## config.mk

```make
export PLATFORM = sky130hd
export DESIGN_NAME = mips_cpu_bus_core
export DESIGN_NICKNAME = d
export VERILOG_FILES = /design/src/rtl/mips_cpu_bus_core.sv
export SDC_FILE = /design/constraint.sdc
export NUM_CORES = 2
export LEC_CHECK = 0
export CAP_MARGIN = 20
export CELL_PAD_IN_SITES_DETAIL_PLACEMENT = 1
export CELL_PAD_IN_SITES_GLOBAL_PLACEMENT = 1
export CORE_MARGIN = 4
export CORE_UTILIZATION = 53
export CTS_CLUSTER_SIZE = 20
export DETAILED_ROUTE_END_ITERATION = 6
export DONT_BUFFER_PORTS = 1
export GPL_TIMING_DRIVEN = 1
export PLACE_DENSITY_LB_ADDON = 0.1
export SYNTH_ARGS = -nofsm -noshare
export SYNTH_HDL_FRONTEND = slang
export SYNTH_SLANG_ARGS = --single-unit
export TNS_END_PERCENT = 10
```

## constraint.sdc

```tcl
create_clock -name clk -period 10.2 [get_ports clk]
set_input_delay 3.06 -clock clk [delete_from_list [all_inputs] [get_ports clk]]
set_output_delay 3.06 -clock clk [all_outputs]
set_load 0.02 [all_outputs]
```

## src/rtl/mips_cpu_bus_core.sv

```systemverilog
// Multicycle MIPS-I subset CPU on a single Avalon-style bus: FETCH -> EXEC -> (MEM) -> FETCH.
// One delay slot is modelled by carrying the next fetch address (npc) alongside the PC.
module mips_cpu_bus_core (
  input  logic        clk,
  input  logic        reset,
  output logic        active,
  output logic [31:0] register_v0,
  output logic [31:0] address,
  output logic        write,
  output logic        read,
  input  logic        waitrequest,
  output logic [31:0] writedata,
  output logic [3:0]  byteenable,
  input  logic [31:0] readdata
);

  typedef enum logic [2:0] {S_RESET, S_FETCH, S_EXEC, S_MEM, S_HALT} state_t;

  localparam logic [31:0] RESET_VEC = 32'hBFC0_0000;

  state_t      state_q, state_d;
  logic [31:0] pc_q, pc_d, npc_q, npc_d, ir_q, ir_d;
  logic [31:0] maddr_q, maddr_d, wdata_q, wdata_d;
  logic [3:0]  be_q, be_d;
  logic [31:0] gpr_q [32];

  logic        wr_en;
  logic [4:0]  wr_idx;
  logic [31:0] wr_val;

  logic [5:0]  op, funct;
  logic [4:0]  rs, rt, rd, sh;
  logic [31:0] rs_v, rt_v, simm, zimm, ea, pc4, brt, jt;
  logic        is_load, is_store;
  logic [7:0]  ld_byte;

  assign op    = ir_q[31:26];
  assign rs    = ir_q[25:21];
  assign rt    = ir_q[20:16];
  assign rd    = ir_q[15:11];
  assign sh    = ir_q[10:6];
  assign funct = ir_q[5:0];
  assign rs_v  = gpr_q[rs];
  assign rt_v  = gpr_q[rt];
  assign simm  = {{16{ir_q[15]}}, ir_q[15:0]};
  assign zimm  = {16'd0, ir_q[15:0]};
  assign ea    = rs_v + simm;
  assign pc4   = pc_q + 32'd4;
  assign brt   = pc4 + {simm[29:0], 2'b00};
  assign jt    = {pc4[31:28], ir_q[25:0], 2'b00};

  assign is_load  = (op == 6'h23) || (op == 6'h20) || (op == 6'h24);
  assign is_store = (op == 6'h2B) || (op == 6'h28);

  assign register_v0 = gpr_q[2];

  always_comb begin
    ld_byte = readdata[7:0];
    case (maddr_q[1:0])
      2'd1:    ld_byte = readdata[15:8];
      2'd2:    ld_byte = readdata[23:16];
      2'd3:    ld_byte = readdata[31:24];
      default: ld_byte = readdata[7:0];
    endcase
  end

  always_comb begin
    state_d    = state_q;
    pc_d       = pc_q;
    npc_d      = npc_q;
    ir_d       = ir_q;
    maddr_d    = maddr_q;
    wdata_d    = wdata_q;
    be_d       = be_q;
    wr_en      = 1'b0;
    wr_idx     = 5'd0;
    wr_val     = 32'd0;
    read       = 1'b0;
    write      = 1'b0;
    address    = pc_q;
    byteenable = 4'h0;
    writedata  = 32'd0;
    active     = (state_q == S_FETCH) || (state_q == S_EXEC) || (state_q == S_MEM);

    case (state_q)
      S_RESET: state_d = S_FETCH;

      S_FETCH: begin
        read       = 1'b1;
        byteenable = 4'hF;
        if (!waitrequest) begin
          ir_d    = readdata;
          state_d = S_EXEC;
        end
      end

      S_EXEC: begin
        pc_d  = npc_q;
        npc_d = npc_q + 32'd4;
        case (op)
          6'h00: begin
            wr_idx = rd;
            wr_en  = 1'b1;
            case (funct)
              6'h00:   wr_val = rt_v << sh;
              6'h02:   wr_val = rt_v >> sh;
              6'h03:   wr_val = $signed(rt_v) >>> sh;
              6'h08:   begin wr_en = 1'b0; npc_d = rs_v; end
              6'h09:   begin wr_val = pc_q + 32'd8; npc_d = rs_v; end
              6'h21:   wr_val = rs_v + rt_v;
              6'h23:   wr_val = rs_v - rt_v;
              6'h24:   wr_val = rs_v & rt_v;
              6'h25:   wr_val = rs_v | rt_v;
              6'h26:   wr_val = rs_v ^ rt_v;
              6'h2A:   wr_val = {31'd0, $signed(rs_v) < $signed(rt_v)};
              6'h2B:   wr_val = {31'd0, rs_v < rt_v};
              default: wr_en = 1'b0;
            endcase
          end
          6'h09: begin wr_en = 1'b1; wr_idx = rt; wr_val = rs_v + simm; end
          6'h0A: begin wr_en = 1'b1; wr_idx = rt; wr_val = {31'd0, $signed(rs_v) < $signed(simm)}; end
          6'h0B: begin wr_en = 1'b1; wr_idx = rt; wr_val = {31'd0, rs_v < simm}; end
          6'h0C: begin wr_en = 1'b1; wr_idx = rt; wr_val = rs_v & zimm; end
          6'h0D: begin wr_en = 1'b1; wr_idx = rt; wr_val = rs_v | zimm; end
          6'h0E: begin wr_en = 1'b1; wr_idx = rt; wr_val = rs_v ^ zimm; end
          6'h0F: begin wr_en = 1'b1; wr_idx = rt; wr_val = {ir_q[15:0], 16'd0}; end
          6'h04: if (rs_v == rt_v) npc_d = brt;
          6'h05: if (rs_v != rt_v) npc_d = brt;
          6'h02: npc_d = jt;
          6'h03: begin npc_d = jt; wr_en = 1'b1; wr_idx = 5'd31; wr_val = pc_q + 32'd8; end
          default: ;
        endcase
        // Byte accesses select one lane; word accesses just drop the low address bits.
        maddr_d = ea;
        if (op == 6'h20 || op == 6'h24 || op == 6'h28) be_d = 4'b0001 << ea[1:0];
        else                                         be_d = 4'hF;
        wdata_d = (op == 6'h28) ? {4{rt_v[7:0]}} : rt_v;
        if (is_load || is_store)   state_d = S_MEM;
        else if (npc_q == 32'd0)   state_d = S_HALT;
        else                       state_d = S_FETCH;
      end

      S_MEM: begin
        address    = {maddr_q[31:2], 2'b00};
        byteenable = be_q;
        if (is_store) begin
          write     = 1'b1;
          writedata = wdata_q;
        end else begin
          read = 1'b1;
        end
        if (!waitrequest) begin
          if (is_load) begin
            wr_en  = 1'b1;
            wr_idx = rt;
            case (op)
              6'h20:   wr_val = {{24{ld_byte[7]}}, ld_byte};
              6'h24:   wr_val = {24'd0, ld_byte};
              default: wr_val = readdata;
            endcase
          end
          state_d = (pc_q == 32'd0) ? S_HALT : S_FETCH;
        end
      end

      default: ;
    endcase
  end

  always_ff @(posedge clk) begin
    if (reset) begin
      state_q <= S_RESET;
      pc_q    <= RESET_VEC;
      npc_q   <= RESET_VEC + 32'd4;
      ir_q    <= '0;
      maddr_q <= '0;
      wdata_q <= '0;
      be_q    <= '0;
      for (int i = 0; i < 32; i++) gpr_q[i] <= '0;
    end else begin
      state_q <= state_d;
      pc_q    <= pc_d;
      npc_q   <= npc_d;
      ir_q    <= ir_d;
      maddr_q <= maddr_d;
      wdata_q <= wdata_d;
      be_q    <= be_d;
      if (wr_en && wr_idx != 5'd0) gpr_q[wr_idx] <= wr_val;
    end
  end

endmodule

```

Word level (Yosys, flattened, before mapping):

Memory sizes are Yosys's and may differ from the RTL's. A register that Yosys moved wholly into a read port is not among the register bits.
Cells that the tools add are included.

* add/subtract/negate cells: 7
* magnitude comparators: 4
* equality and inequality tests: 37
* shift-type cells: 4
* muxes and demuxes: 48
* bitwise gates (word level): 7
* reductions and logical operators: 24

Operators with widths (count)
* 32-bit case mux with 11 select lines: 1
* 32-bit 2-to-1 mux: 10
* 32-bit case mux with 9 select lines: 1
* 32-bit case mux with 2 select lines: 2
* 32-bit case mux with 4 select lines: 1
* 32-bit adder: 3
* 32-bit less-than comparator: 3
* 6-bit equality test (second input constant): 12
* 32-bit by 3-bit adder with 32-bit output (second input constant): 2
* 32-bit logical NOT: 2
* 6-bit by 4-bit equality test with 1-bit output (second input constant): 9
* 5-bit 2-to-1 mux: 7
* 32-bit by 4-bit adder with 32-bit output (second input constant): 1
* 32-bit by 16-bit AND with 32-bit output: 1
* 32-bit AND: 1
* 32-bit equality test: 1
* 32-bit by 16-bit less-than comparator with 1-bit output: 1
* 32-bit inequality test: 1
* 32-bit by 16-bit OR with 32-bit output: 1
* 32-bit OR: 1
* 32-bit OR reduction: 1
* 32-bit by 5-bit left shift with 32-bit output: 1
* 32-bit by 5-bit >> shifter with 32-bit output: 1
* 32-bit by 5-bit >>> shifter with 32-bit output: 1
* other kinds (33): 66

* bits in registers: 167
* bits in writable memories: 1024
* bits of input ports: 35
* output and inout bits: 103
* logic and storage cells: 139
* memories kept: 1

Memories
* gpr_q: depth 32, bits a word 32, rd ports 3, clocked after memory_dff 2, write ports 32, line 25 `logic [31:0] gpr_q [32];`

Logic depth before layout (Yosys ltp):

* depth after elaboration: 13
* gate-level depth with buffers: 28
* mapped depth without buffers: 19

Worst setup path after synthesis:

No wires, ideal clock.

* path kind: register to register
* start point: register (tool-made name)
* end point: memory gpr_q[19][30], data pin
* setup time: 0.267 ns
* arrival: 7.220 ns
* data required time: 9.933 ns
* slack: 2.713 ns
* stages on the path, launching flop included: 25
* path buffers: 9
* period minus slack after synthesis: 7.487 ns
* path through: dfxtp_1 buf_2 buf_2 buf_2 buf_2 buf_2 buf_1 clkbuf_1 mux4_2 mux4_2 mux2i_1 ha_1 clkbuf_1 a21oi_1 nor3b_1 a211o_1 a21oi_1 o311ai_0 a31oi_1 a311oi_1 xor2_1 o2111ai_1 a221oi_1 clkbuf_1 nor2_1

RTL lines (line)
* end, declared: 25

==> results summary <==
The run finished, with violations left. The final reports fail on design-rule violations. The share of flip-flops with an asynchronous set or reset came out at 0%.

Setup repair after global routing left no endpoint under its margin. The worst-case register-to-register setup slack came out at 1580 ps. For this configuration, the core starts out at a cell density of 53.5%. The share of total power in sequential cells is 40.3%.

The clock period could shrink to 8620 ps. TritonCTS built the clock tree. In the post-synthesis netlist, the cell with the most instances is nor2_1. The die boundary height came out at 389 um.

Detailed placement finished with a half-perimeter wire length of 261 mm. The residual DRC count came out at 4. The final non-filler cell total came out at 8875. The total routed wirelength came out at 396 mm. The max-cap violation count is 0.

The actual transition at the worst max-transition pin came out at 1380 ps. The global-route wire length before repair came out at 548 mm. The CTS H-tree depth came out at 4. Walking the worst path, the cells encountered are buf_4 -> mux4_2 -> mux4_2 -> mux2i_1 -> buf_4 -> inv_1 -> ha_1 -> inv_1 -> fa_1 -> nand2b_1 -> a21o_1 -> a211o_1 -> a21oi_1 -> o311ai_0 -> a31oi_1 -> mux2i_1 -> a2111oi_1 -> nand4b_1 -> a221oi_4 -> buf_4 -> nor2_1.

The final hold violation count came out at 0. The sink count of the clock tree came out at 1201. The number of detailed-route iterations in the first pass came out at 7. The maximum achievable frequency is 0.116 GHz. In this design, the largest share of critical-path delay is due to compound AO/OA/AOI/OAI gates. The die covers 151000 sq um. Dividing the final minimum period by the clock period gives 84.5%.

The number of antenna violations at the first check in global routing came out at 28. The depth of the critical timing path with buffers and inverters included is 21. Of the post-synthesis cell area, the dominant cell type holds 40.0%. The post-synthesis to final-layout area growth came out at 9.01%. The fraction of power consumed by combinational cells came out at 23.9%. The pin count of the biggest net entering global routing came out at 170. The worst endpoint required time came out at 10730 ps. The setup slack after placement came out at 1850 ps. The tightest min-delay check is of the reg2reg type. The worst setup skew after layout came out at 64.5 ps. The final standard cell utilization of the core is 58.3%. The width of the die is 389 um.

Gates resized during post-CTS repair numbered 0. The number of synthesized flops with an enable pin is 1024. In this run the worst path has a maximum fanout of 40.

The power per cell area is 168 nW/um^2. For this design, the slowest cell found on the critical path is dfxtp_4. The count of warnings emitted by yosys is 0. The post-route worst setup slack is 1580 ps.

The most critical setup path has its endpoint at gpr_q[10][28]. In this design, the critical path's most frequently occurring cell is buf_4. The total number of vias is 69.7k. For this run, the leading register cell type out of synthesis is edfxtp_1. The count of buffers inserted at the top-level ports is 0.

The netlist area before placement came out at 76900 sq um. For the worst flop-to-flop path, the logic depth is 21. The worst-case IR drop observed on VDD is 0.225 mV. Net switching is 34.2% of the power. The net count of the finished layout is 7097.

The tightest hold margin came out at 447 ps. The number of buffers on the longest clock path is 3. Yosys attributes the largest share of cell area to edfxtp_1 (40%), mux4_2 (14%), nor2_1 (6.0%).

During I/O placement, the number of pins put on the boundary was 138. The weighted congestion reported at the end of routability-driven placement is 1.07. Counting the buffers created by CTS gives 136. The number of global-route vias before repair is 70.0k. The kind of critical path is reg2reg. The total overflow left after global routing is 0. The reported net switching power came out at 4.80 mW. The detail route stage leaves a number of antenna-violating nets equal to 0. After synthesis, flip-flops and latches occupy 44.6% of the total area. Cells with a size suffix above 1 make up 17.5% of the layout. The number of unique standard cell types used by synthesis is 101. The flip-flop and latch count after synthesis is 1201. The endpoint identified for the worst register-to-register timing path is gpr_q[10][28]. STA classifies the critical path startpoint as a register.

The number of instances in the synthesized netlist came out at 7058. For the worst setup path, the data arrival time is 9150 ps. The iteration-0 DRC count of the detailed router is 11.5k. Clock latency on the worst-skew pair, taken at its later pin, is 840 ps. The number of placed instances, taps included, is 8588. The final-report setup violation count came out at 0. Headroom to the max-slew limit came out at 7.04%.

The power share of the clock group is 35.8%. In this run, post-CTS hold repair placed 0 buffers. Global routing used 51.4% of the available tracks. Row generation in the floorplan step produced 139 rows. The internal power of the cells came out at 9.26 mW. The CTS clock-pin slew for the worst setup and hold paths came out at 60 ps. The endpoint type of the worst setup path is a register. The biggest area contributor in the post-synthesis netlist is edfxtp_1. The delay of the slowest critical-path stage is 930 ps. The placeable core region came out at 144000 sq um. The leakage power figure is 28.0 nW. Setup total negative slack on the finished layout was measured at 0 ps. The commonest cells after synthesis are nor2_1 (1225), edfxtp_1 (1024), nand2_1 (501). In the final routed layout, each cell accounts on average for 44.6 um.

The number of slew-limit violations in the final report came to 0. After detailed routing, the number of vias per cell comes to 7.86. The post-synthesis area per instance came out at 10.9 sq um. Clock tree synthesis selected as its root buffer the cell clkbuf_16.

The setup fix buffers added after clock tree synthesis is 0. The count of buffer and inverter cells on the critical path came out at 5.
==> flip-flops by register name, summed over array words and instances (netlist names), named ones only <==
| register | cells |
|---|---|
| npc_q | 32 |
| state_q | 3 |
| be_q | 4 |
| wdata_q | 32 |
| gpr_q | 1024 |
| pc_q | 32 |
| maddr_q | 32 |
| ir_q | 32 |
==> through the flow <==
step / power (mW) / instance area, sq um
after floorplan: 7.55 / 77000
after global placement: 8.84 / 79100
after detailed placement: 8.90 / 79200
after CTS: 13.8 / 83700
after global routing: 14.3 / 83800
final: 14.1 / 83900
==> metal layers <==
metal | GRT usage (%) | wire, um | up-vias
met4 | 44.3 | 42500 | 16
met5 | 0.191 | 138 | -
met2 | 75.9 | 170000 | 6824
met1 | 59.1 | 126000 | 34500
met3 | 19.3 | 57900 | 2215
li1 | - | - | 26200
==> how the worst min path moves through the flow <==
stage,startpoint,to,depth (start not counted)
detailed placement,wdata_q[10],wdata_q[10],2
global route,wdata_q[16],wdata_q[16],2
global placement,wdata_q[24],wdata_q[24],2
floorplan,wdata_q[11],wdata_q[11],2
CTS,wdata_q[10],wdata_q[10],2
finish,wdata_q[10],wdata_q[10],2
==> power by group through the flow <==
stage / logic, mW / registers, mW / clock network [mW]
3_5_place_dp: 3.15 / 5.75 / 0
4_1_cts: 3.17 / 5.66 / 5.00
3_3_place_gp: 3.11 / 5.73 / 0
6_report: 3.37 / 5.67 / 5.03
2_1_floorplan: 1.90 / 5.65 / 0
5_1_grt: 3.41 / 5.67 / 5.20
==> kinds of logic (layout without fill, tap and decap cells) <==
family | Yosys count | after routing | synth area share, %
simple gates | 2369 | 2369 | 13.4
compound gates | 1407 | 1407 | 12.5
flops | 1201 | 1201 | 44.6
mux | 884 | 884 | 19.5
buf+inv | 819 | 673 | 4.51
fa+ha+maj | 231 | 231 | 3.80
xor+xnor | 146 | 146 | 1.66
other cells | 1 | 61 | 0.00487
==> worst register-to-register path, cell delays in order, from the launching register on <==
cell,delay (ps)
dfxtp_4,930
buf_4,580
mux4_2,620
mux4_2,490
mux2i_1,520
buf_4,310
inv_1,280
ha_1,370
inv_1,110
fa_1,230
nand2b_1,170
a21o_1,230
a211o_1,250
a21oi_1,250
o311ai_0,740
a31oi_1,300
mux2i_1,190
a2111oi_1,360
nand4b_1,340
a221oi_4,540
buf_4,420
nor2_1,140
==> final cells by class <==
cell class              instances  area [sq um]
flip-flops and latches       1201         34300
inverters                     146           548
multi-input cells            5069         39800
fillers                     14700         60000
diodes                         29          72.6
clock inverters                80           851
repair buffers                277          2280
well taps                    1903          2380
clock buffers                 170          3590
==> layout by cell type, fill, tap and decap left out, types with 164 or more instances in the layout <==
cell,instances
buf_4,259
edfxtp_1,1024
nor2_1,1216
dfxtp_1,164
ha_1,227
o21ai_0,201
mux2i_1,320
a21oi_1,333
mux4_2,478
nand2_1,439
Note: power is estimated with default switching activity, not from simulation.
